`config.mk`:
```
export PLATFORM = sky130hd
export DESIGN_NAME = tlc_timed_param
export DESIGN_NICKNAME = d
export VERILOG_FILES = /design/src/rtl/tlc_pkg.sv /design/src/rtl/tlc_phase_timer.sv /design/src/rtl/tlc_timed_param.sv
export SDC_FILE = /design/constraint.sdc
export NUM_CORES = 1
export LEC_CHECK = 0
export BUFFER_PORTS_ARGS = -buffer_cell sky130_fd_sc_hd__buf_2
export CAP_MARGIN = 20
export CORE_ASPECT_RATIO = 2
export CORE_UTILIZATION = 37
export DETAILED_ROUTE_END_ITERATION = 10
export SETUP_SLACK_MARGIN = 0.4
export SLEW_MARGIN = 0
export SYNTH_ARGS = -nofsm -noshare
export SYNTH_HDL_FRONTEND = slang
export SYNTH_SLANG_ARGS = --single-unit
```
`constraint.sdc`:
```
create_clock -name CLK -period 4.8 [get_ports CLK]
set_clock_uncertainty 0.2 [all_clocks]
set_input_delay 0.24 -clock CLK [delete_from_list [all_inputs] [get_ports CLK]]
set_output_delay 0.24 -clock CLK [all_outputs]
set_load 0.1 [all_outputs]
```
`src/rtl/tlc_pkg.sv`:
```
// Package for the timed traffic light controller.
// Purpose: state codes (ST_MG..ST_MADV) and lamp-vector encoding shared by
// tlc_timed_param and its bench-visible STATE output.
// Ports: none (package).
package tlc_pkg;

  typedef enum logic [2:0] {
    ST_MG    = 3'd0,
    ST_MY    = 3'd1,
    ST_AR_MS = 3'd2,
    ST_SG    = 3'd3,
    ST_SY    = 3'd4,
    ST_AR_SM = 3'd5,
    ST_MADV  = 3'd6,
    ST_BAD   = 3'd7
  } state_t;

  typedef struct packed {
    logic mr;
    logic my;
    logic mg;
    logic ma;
    logic sr;
    logic sy;
    logic sg;
  } lamps_t;

  // Exactly one main colour and one side colour per state; the unused code
  // shows all-red so a corrupted state never lights a conflicting green.
  function automatic lamps_t lamp_decode(input state_t s);
    lamps_t l;
    l = '0;
    case (s)
      ST_MG:   begin l.mg = 1'b1; l.sr = 1'b1; end
      ST_MY:   begin l.my = 1'b1; l.sr = 1'b1; end
      ST_SG:   begin l.mr = 1'b1; l.sg = 1'b1; end
      ST_SY:   begin l.mr = 1'b1; l.sy = 1'b1; end
      ST_MADV: begin l.mr = 1'b1; l.ma = 1'b1; l.sr = 1'b1; end
      default: begin l.mr = 1'b1; l.sr = 1'b1; end
    endcase
    return l;
  endfunction

endpackage

```
`src/rtl/tlc_phase_timer.sv`:
```
// Phase timer for the traffic light controller.
// Purpose: loadable down-counter that advances only on the timebase tick and
// holds at zero.
// Ports: clk (posedge clock), rst_n (sync active-low reset, loads RST_VAL),
//        load/load_val (synchronous load, wins over decrement), tick (timebase
//        strobe), zero (count is zero).
module tlc_phase_timer #(
  parameter int          TW      = 8,
  parameter logic [TW-1:0] RST_VAL = '0
) (
  input  logic          clk,
  input  logic          rst_n,
  input  logic          load,
  input  logic [TW-1:0] load_val,
  input  logic          tick,
  output logic          zero
);

  logic [TW-1:0] count;

  always_ff @(posedge clk) begin
    if (!rst_n) begin
      count <= RST_VAL;
    end else if (load) begin
      count <= load_val;
    end else if (tick && (count != '0)) begin
      count <= count - 1'b1;
    end
  end

  assign zero = (count == '0);

endmodule

```
`src/rtl/tlc_timed_param.sv`:
```
// Parametrised main/side intersection controller.
// Purpose: tick-timed phases, latched side/turn demand, actuated side-green
// extension and a protected main advance-arrow phase.
// Ports: CLK, CLR_N (sync active-low reset), TICK (timebase strobe), SD (side
//        detect), MT (main turn demand); lamp outputs MR MY MG MA SR SY SG;
//        STATE (3-bit state code).
// Optional feature: define TLC_PED_EN to add PB input, WALK/DONTWALK outputs
// and parameter WALK_T (pedestrian phase served during side green).
module tlc_timed_param
  import tlc_pkg::*;
#(
  parameter int TW      = 8,
  parameter int MIN_MG  = 8,
  parameter int YEL_T   = 3,
  parameter int AR_T    = 1,
  parameter int SG_T    = 5,
  parameter int EXT_T   = 2,
  parameter int MAX_EXT = 3,
  parameter int ADV_T   = 4
`ifdef TLC_PED_EN
  ,
  parameter int WALK_T  = 6
`endif
) (
  input  logic       CLK,
  input  logic       CLR_N,
  input  logic       TICK,
  input  logic       SD,
  input  logic       MT,
`ifdef TLC_PED_EN
  input  logic       PB,
  output logic       WALK,
  output logic       DONTWALK,
`endif
  output logic       MR,
  output logic       MY,
  output logic       MG,
  output logic       MA,
  output logic       SR,
  output logic       SY,
  output logic       SG,
  output logic [2:0] STATE
);

  localparam logic [TW-1:0] LD_MG   = TW'(MIN_MG - 1);
  localparam logic [TW-1:0] LD_YEL  = TW'(YEL_T - 1);
  localparam logic [TW-1:0] LD_AR   = TW'(AR_T - 1);
  localparam logic [TW-1:0] LD_SG   = TW'(SG_T - 1);
  localparam logic [TW-1:0] LD_EXT  = TW'(EXT_T - 1);
  localparam logic [TW-1:0] LD_ADV  = TW'(ADV_T - 1);
  localparam logic [TW-1:0] EXT_MAX = TW'(MAX_EXT);
`ifdef TLC_PED_EN
  localparam logic [TW-1:0] LD_SG_WALK = TW'(((SG_T > WALK_T) ? SG_T : WALK_T) - 1);
`endif

  state_t        state, state_nxt;
  logic          tmr_zero, tmr_load, fire, entering, ext_inc;
  logic [TW-1:0] tmr_val, ext_cnt;
  logic          sd_lat, mt_lat, side_dem, turn_dem;
  lamps_t        lamps;

  assign fire     = TICK & tmr_zero;
  assign entering = (state_nxt != state);
  assign turn_dem = MT | mt_lat;

`ifdef TLC_PED_EN
  logic ped_lat, walk_act, ped_dem;
  assign ped_dem  = PB | ped_lat;
  assign side_dem = SD | sd_lat | ped_dem;
`else
  assign side_dem = SD | sd_lat;
`endif

  // State register
  always_ff @(posedge CLK) begin
    if (!CLR_N) state <= ST_AR_SM;
    else        state <= state_nxt;
  end

  // Next-state logic; an SG expiry with live detect re-arms the timer instead
  // of leaving the state.
  always_comb begin
    state_nxt = state;
    ext_inc   = 1'b0;
    case (state)
      ST_MG:    if (fire && (side_dem || turn_dem)) state_nxt = ST_MY;
      ST_MY:    if (fire) state_nxt = ST_AR_MS;
      ST_AR_MS: if (fire) state_nxt = ST_SG;
      ST_SG: begin
        if (fire) begin
          if (SD && (ext_cnt < EXT_MAX)) ext_inc   = 1'b1;
          else                           state_nxt = ST_SY;
        end
      end
      ST_SY:    if (fire) state_nxt = ST_AR_SM;
      ST_AR_SM: if (fire) state_nxt = turn_dem ? ST_MADV : ST_MG;
      ST_MADV:  if (fire) state_nxt = ST_MG;
      default:  state_nxt = ST_AR_SM;
    endcase
  end

  // Timer reload: duration of the state being entered, or one extension.
  always_comb begin
    tmr_load = entering | ext_inc;
    tmr_val  = LD_AR;
    if (ext_inc) begin
      tmr_val = LD_EXT;
    end else begin
      case (state_nxt)
        ST_MG:        tmr_val = LD_MG;
        ST_MY, ST_SY: tmr_val = LD_YEL;
`ifdef TLC_PED_EN
        ST_SG:        tmr_val = ped_dem ? LD_SG_WALK : LD_SG;
`else
        ST_SG:        tmr_val = LD_SG;
`endif
        ST_MADV:      tmr_val = LD_ADV;
        default:      tmr_val = LD_AR;
      endcase
    end
  end

  tlc_phase_timer #(
    .TW      (TW),
    .RST_VAL (LD_AR)
  ) u_timer (
    .clk      (CLK),
    .rst_n    (CLR_N),
    .load     (tmr_load),
    .load_val (tmr_val),
    .tick     (TICK),
    .zero     (tmr_zero)
  );

  // Demand latches; the clear on entry of the serving state has priority
  // over a request arriving on that same clock.
  always_ff @(posedge CLK) begin
    if (!CLR_N) begin
      sd_lat  <= 1'b0;
      mt_lat  <= 1'b0;
      ext_cnt <= '0;
    end else begin
      if (entering && (state_nxt == ST_SG)) sd_lat <= 1'b0;
      else if (SD && (state != ST_SG))      sd_lat <= 1'b1;

      if (entering && (state_nxt == ST_MADV)) mt_lat <= 1'b0;
      else if (MT && (state != ST_MADV))      mt_lat <= 1'b1;

      if (entering && (state_nxt == ST_SG)) ext_cnt <= '0;
      else if (ext_inc)                     ext_cnt <= ext_cnt + 1'b1;
    end
  end

`ifdef TLC_PED_EN
  always_ff @(posedge CLK) begin
    if (!CLR_N) begin
      ped_lat  <= 1'b0;
      walk_act <= 1'b0;
    end else begin
      if (entering && (state_nxt == ST_SG)) begin
        walk_act <= ped_dem;
        ped_lat  <= 1'b0;
      end else begin
        if (PB && (state != ST_SG)) ped_lat <= 1'b1;
        if (entering && (state_nxt == ST_SY)) walk_act <= 1'b0;
      end
    end
  end
`endif

  // Output decode from the registered state
  always_comb begin
    lamps = lamp_decode(state);
    MR    = lamps.mr;
    MY    = lamps.my;
    MG    = lamps.mg;
    MA    = lamps.ma;
    SR    = lamps.sr;
    SY    = lamps.sy;
    SG    = lamps.sg;
    STATE = state;
`ifdef TLC_PED_EN
    WALK     = (state == ST_SG) && walk_act;
    DONTWALK = !((state == ST_SG) && walk_act);
`endif
  end

endmodule

```
## After elaboration in Yosys (flattened, before gate mapping)

Cells that the tools add are included.
Widths: inputs -> output; s select.

| word-level totals | value |
|---|---|
| flip-flop bits (word level) | 21 |
| latch bits | 0 |
| memory bits (writable) | 0 |
| ROM bits | 0 |
| input port bits | 5 |
| output and inout bits | 10 |
| memories | 0 |

| cells by class | value |
|---|---|
| add/sub/neg operators | 2 |
| $mul | 0 |
| divide/modulo/power cells | 0 |
| order comparisons | 1 |
| eq/ne operators | 13 |
| shifts and indexed selects | 0 |
| multiplexer cells | 24 |
| bitwise operators | 5 |
| reductions and logical operators | 18 |

Operators by type and width:

| kind | count |
|---|---|
| $mux 3 | 10 |
| $pmux 3 s7 | 1 |
| $mux 8 | 2 |
| $eq 3x3->1 const B | 5 |
| $pmux 3 s4 | 1 |
| $mux 1 | 10 |
| $reduce_or 2->1 | 5 |
| $eq 3x2->1 const B | 3 |
| $add 8x1->8 const B | 1 |
| $logic_not 8->1 | 1 |
| $lt 8x2->1 const B | 1 |
| $reduce_bool 8->1 | 1 |
| $sub 8x1->8 const B | 1 |
| $logic_and 1x1->1 | 7 |
| $eq 3x1->1 const B | 2 |
| $logic_not 3->1 | 2 |
| $ne 3x2->1 const B | 1 |
| $ne 3x3->1 | 1 |
| $ne 3x3->1 const B | 1 |
| $or 1x1->1 | 3 |
| $reduce_bool 2->1 | 1 |
| $and 1x1->1 | 1 |
| $logic_or 1x1->1 | 1 |
| $not 1->1 | 1 |

## Logic depth before layout (Yosys ltp)

| depth | value |
|---|---|
| depth in word-level cells | 10 |
| mapped depth | 8 |
| depth with buffers taken out | 8 |

## By module

A second synthesis with hierarchy kept.

| second synthesis, totals | value |
|---|---|
| cells, all modules | 146 |
| area, all modules | 1227.4 um^2 |

Modules (own cells, without submodules):

| module | instances | cells an instance | area each (um^2) |
|---|---|---|---|
| tlc_timed_param | 1 | 88 | 719.4 |
| tlc_phase_timer | 1 | 58 | 508.0 |

## Worst setup path before layout

OpenSTA, ideal clock, no wires.

| timing path | value |
|---|---|
| path kind | register -> output |
| start point | reg state[2] (netlist: STATE[2]) |
| end point | out SR |
| data arrival time | 4.731 ns |
| slack | -0.371 ns |
| cell stages (with the launch flop) | 4 |
| path buffers | 0 |
| cell sequence | dfxtp_1 -> inv_1 -> nor3_1 -> nor2_1 |

| between the ends | value |
|---|---|
| longest elaborated chain between the ends | 3 |

Ends and longest elaborated chain:

| item | line | source |
|---|---|---|
| from (decl) | tlc_timed_param.sv:56 | `state_t state, state_nxt;` |
| from (signal assigned) | tlc_timed_param.sv:77 | `else state <= state_nxt;` |
| $eq 3x2->1 or $eq 3x3->1 (tied branches) | tlc_pkg.sv:33 | `case (s)` |
| $reduce_or 2->1 (no line) (*) | - |  |
| $mux 1 (*) | tlc_pkg.sv:33 |  |
| to (decl) | tlc_timed_param.sv:39 | `output logic SR,` |

Mark *: on every way between the ends. The rest lies on a longest branch, timed or not.

## Worst setup path in the final report

| timing path | value |
|---|---|
| start point | reg u_timer.count[2] |
| end point | reg u_timer.count[1] |

| between the ends | value |
|---|---|
| longest elaborated chain between the ends | 10 |

Ends and longest elaborated chain:

| item | line | source |
|---|---|---|
| from (decl) | tlc_phase_timer.sv:19 | `logic [TW-1:0] count;` |
| from (signal assigned) | tlc_phase_timer.sv:25 | `count <= load_val;` |
| from (signal assigned) | tlc_phase_timer.sv:27 | `count <= count - 1'b1;` |
| $logic_not 8->1 | tlc_phase_timer.sv:31 | `assign zero = (count == '0);` |
| $and 1x1->1 | tlc_timed_param.sv:62 | `assign fire = TICK & tmr_zero;` |
| $logic_and 1x1->1 | tlc_timed_param.sv:86 | `ST_MG: if (fire && (side_dem \|\| turn_dem)) state_nxt = ST_MY;` |
| $mux 3 | tlc_timed_param.sv:86 |  |
| $pmux 3 s7 | tlc_timed_param.sv:85 | `case (state)` |
| $eq 3x1->1 or $eq 3x3->1 (tied branches) | tlc_timed_param.sv:109 | `case (state_nxt)` |
| $reduce_or 2->1 | tlc_timed_param.sv:109 |  |
| $pmux 3 s4 | tlc_timed_param.sv:109 |  |
| $mux 3 | tlc_timed_param.sv:106 | `if (ext_inc) begin` |
| $mux 8 | tlc_phase_timer.sv:24 | `end else if (load) begin` |

Parallel ways exist; a longest one is shown, timed or not.
A chain may end at the register's enable or synchronous reset.

==> flow_metrics.tcl <==
set metrics [dict create \
    worstMarginPinSlew_ps 547 \
    insertion_delay_ps 260 \
    start_util_pct 39.3 \
    synth_edf_count 0 \
    drt_first_pass_iters 4 \
    top_layer "met4" \
    p_int_uw 423 \
    nets 152 \
    worstSetupPathType "reg2reg" \
    startpoint_type "register" \
    cts_tree "done" \
    yosys.area_share.simple_pct 31.3 \
    crit_required_ps 4790 \
    cts.path.max_buffers 2 \
    antennaDiodeCount 0 \
    grt_max_degree 17 \
    die_y_um 78.7 \
    synthMuxAreaShare_pct 1.96 \
    postPlaceCellArea_um2 1180 \
    clk_pin_slew_ps 70 \
    status "finished, final reports clean" \
    cts_sinks 21 \
    ctsResizeCount 0 \
    wl_met1_um 983 \
    synth_ff_type "dfxtp_1" \
    holdBufCountCts 0 \
    synth_cells 129 \
    max-cap-violations 0 \
    yosys.area_share.adder_pct 3.45 \
    finalPower_uw 866 \
    period_share_pct 51.7 \
    hold_violations 0 \
    nFillCells 279 \
    synth_top_family_by_area "simple AND/OR/NAND/NOR gates" \
    place_inst 168 \
    finalCoreUtilization_pct 44.4 \
    stdcell_count 172 \
    fp-row-count 27 \
    post-dp-hpwl_um 1830 \
    portBuffers 14 \
    syn_to_final_growth_pct 13.0 \
    synth_area_per_cell_um2 8.43 \
    tns_ps 0 \
    p_per_area_nw_per_um2 705 \
    post-cts-setup-buffers 0 \
    fp.dieArea_um2 3170 \
    rsz0062_at_grt "no" \
    p_leak_uw 0.000488 \
    cts_root_buffer "clkbuf_8" \
    overflow 0 \
    met2_length_um 1250 \
    via_per_inst 5.56 \
    synth_xor_area_share_pct 7.25 \
    p_switching_uw 443 \
    route.met3.wl_um 92 \
    critPathArrivalTime_ps 2470 \
    ant_nets 0 \
    htreeDepth 1 \
    syn_area_um2 1090 \
    synth-seq-cells 21 \
    seqPwrFrac_pct 30.6 \
    yosysWarnings 0 \
    slew_violations 0 \
    drt-initial-drc-count 24 \
    die_w_um 40.3 \
    grt_pass1_wl_um 3760 \
    power_switching_share_pct 51.1 \
    ios 15 \
    synth_cell_type_count 32 \
    finalSetupViolations 0 \
    relSlewSlack_pct 63.2 \
    end_kind "register" \
    cts_made_buffers 3 \
    p_comb_share_pct 55.7 \
    syn_nets 137 \
    antenna_found_initial 0 \
    pwr-share-clk_pct 13.7 \
    synth_compound_area_share_pct 13.9 \
    layout_min_cycle_time_ps 2480 \
    critPathMaxFanout 8 \
    ir_drop_mv 0.291 \
    num_vias 957 \
    drc 0 \
    core_area_um2 2770 \
    seq_area_frac_synth_pct 38.7 \
    fmax_ghz 0.403 \
    grt_pass1_vias 874 \
    gp_congestion 0.866 \
    stdcell_area_um2 1230 \
    wl_per_cell_um 13.8 \
    drive_gt1_share_pct 15.4 \
    grt_use_total_pct 17.0 \
    drt_wl_total_um 2380 \
    async_flop_share_pct 0 \
    hold_class "in2reg" \
]
## cell usage in the layout, fill, tap and decap left out, types with 4 or more instances in the layout
cell / count
dfxtp_1: 21
inv_1: 5
nor3_1: 4
xnor2_1: 5
a21oi_1: 8
buf_2: 14
xor2_1: 4
nand2_1: 10
nor2_1: 15
o21ai_0: 4
nand3_1: 5
and2_1: 7
## power by group through the flow
stage	clock network (µW)	registers (µW)	logic (µW)
global route	128	270	525
floorplan	0	295	378
CTS	121	263	483
global placement	0	267	480
detailed placement	0	267	481
finish	119	265	482
## registers in the layout, summed over array words and instances, names as in the netlist
signal and count:
mt_lat 1, u_timer.count 8, ext_cnt 8, sd_lat 1, STATE 3
## Yosys cell counts, types with 2 or more instances
library cell | n | share of area (%)
and3_1 | 2 | 1.2
nand2b_1 | 3 | 1.7
nand4_1 | 3 | 1.7
nand2_1 | 10 | 3.5
o31ai_1 | 2 | 1.4
nor4_1 | 3 | 1.7
nand3_1 | 5 | 2.3
nor2_1 | 15 | 5.2
o22ai_1 | 3 | 1.7
o32ai_1 | 2 | 1.6
o21ai_0 | 4 | 1.8
and4_1 | 2 | 1.6
a21oi_1 | 8 | 3.7
a211oi_1 | 2 | 1.4
nor4b_1 | 3 | 2.4
inv_1 | 5 | 1.7
xor2_1 | 4 | 3.2
and2_1 | 7 | 4.0
nor3_1 | 5 | 2.3
clkbuf_1 | 3 | 1.0
ha_1 | 3 | 3.5
xnor2_1 | 5 | 4.0
dfxtp_1 | 21 | 39
## kinds of logic after synthesis
kind of cell,after synthesis
XOR/XNOR,9
flip-flops,21
AND/OR/NAND/NOR,61
buffers and inverters,9
multiplexers,2
adder cells (fa/ha/maj),3
AO/OA/AOI/OAI,24
## path summary, 6_finish.rpt
kind | from | end | slack, ps | cells past startpoint
worst max register to register | u_timer.count[2]$_SDFFE_PN0P_ | u_timer.count[1]$_SDFFE_PN0P_ | 2320 | 6
worst min register to register | sd_lat$_SDFFE_PP0P_ | sd_lat$_SDFFE_PP0P_ | 250 | 2
worst max-delay path | u_timer.count[2]$_SDFFE_PN0P_ | u_timer.count[1]$_SDFFE_PN0P_ | 2320 | 6
worst min-delay path | CLR_N | STATE[0]$_SDFF_PN1_ | 40 | 2
## through the flow
stage | hold slack [ps] | worst slack [ps]
2_1_floorplan | 114 | 646
3_3_place_gp | 237 | 2400
3_5_place_dp | 242 | 2350
4_1_cts | 38.2 | 2340
5_1_grt | 57.1 | 2130
6_report | 41.9 | 2320
## worst max-delay path, cell delays in order, from the launching register on
cell and delay [ps]:
dfxtp_1 390, nor4_4 410, and4_1 390, a21oi_1 100, a211oi_1 390, mux2_2 390
o22ai_1 130
## metal layers
metal  vias to the layer above  global-route usage [%]
met5                         -                       0
met4                         0                    9.00
met3                         4                    2.82
met2                        26                    30.2
met1                       440                    16.7
li1                        487                       -
## final cells by class
class / count / area [µm²] / share of cell area, %
Inverter: 5 / 18.8 / 1.53
Clock inverter: 1 / 7.51 / 0.611
Multi-Input combinational cell: 99 / 634 / 51.6
Timing Repair Buffer: 14 / 70.1 / 5.70
Clock buffer: 3 / 41.3 / 3.36
Tap cell: 29 / 36.3 / 2.95
Sequential cell: 21 / 420 / 34.2
Power figures use the tool's default switching activity.
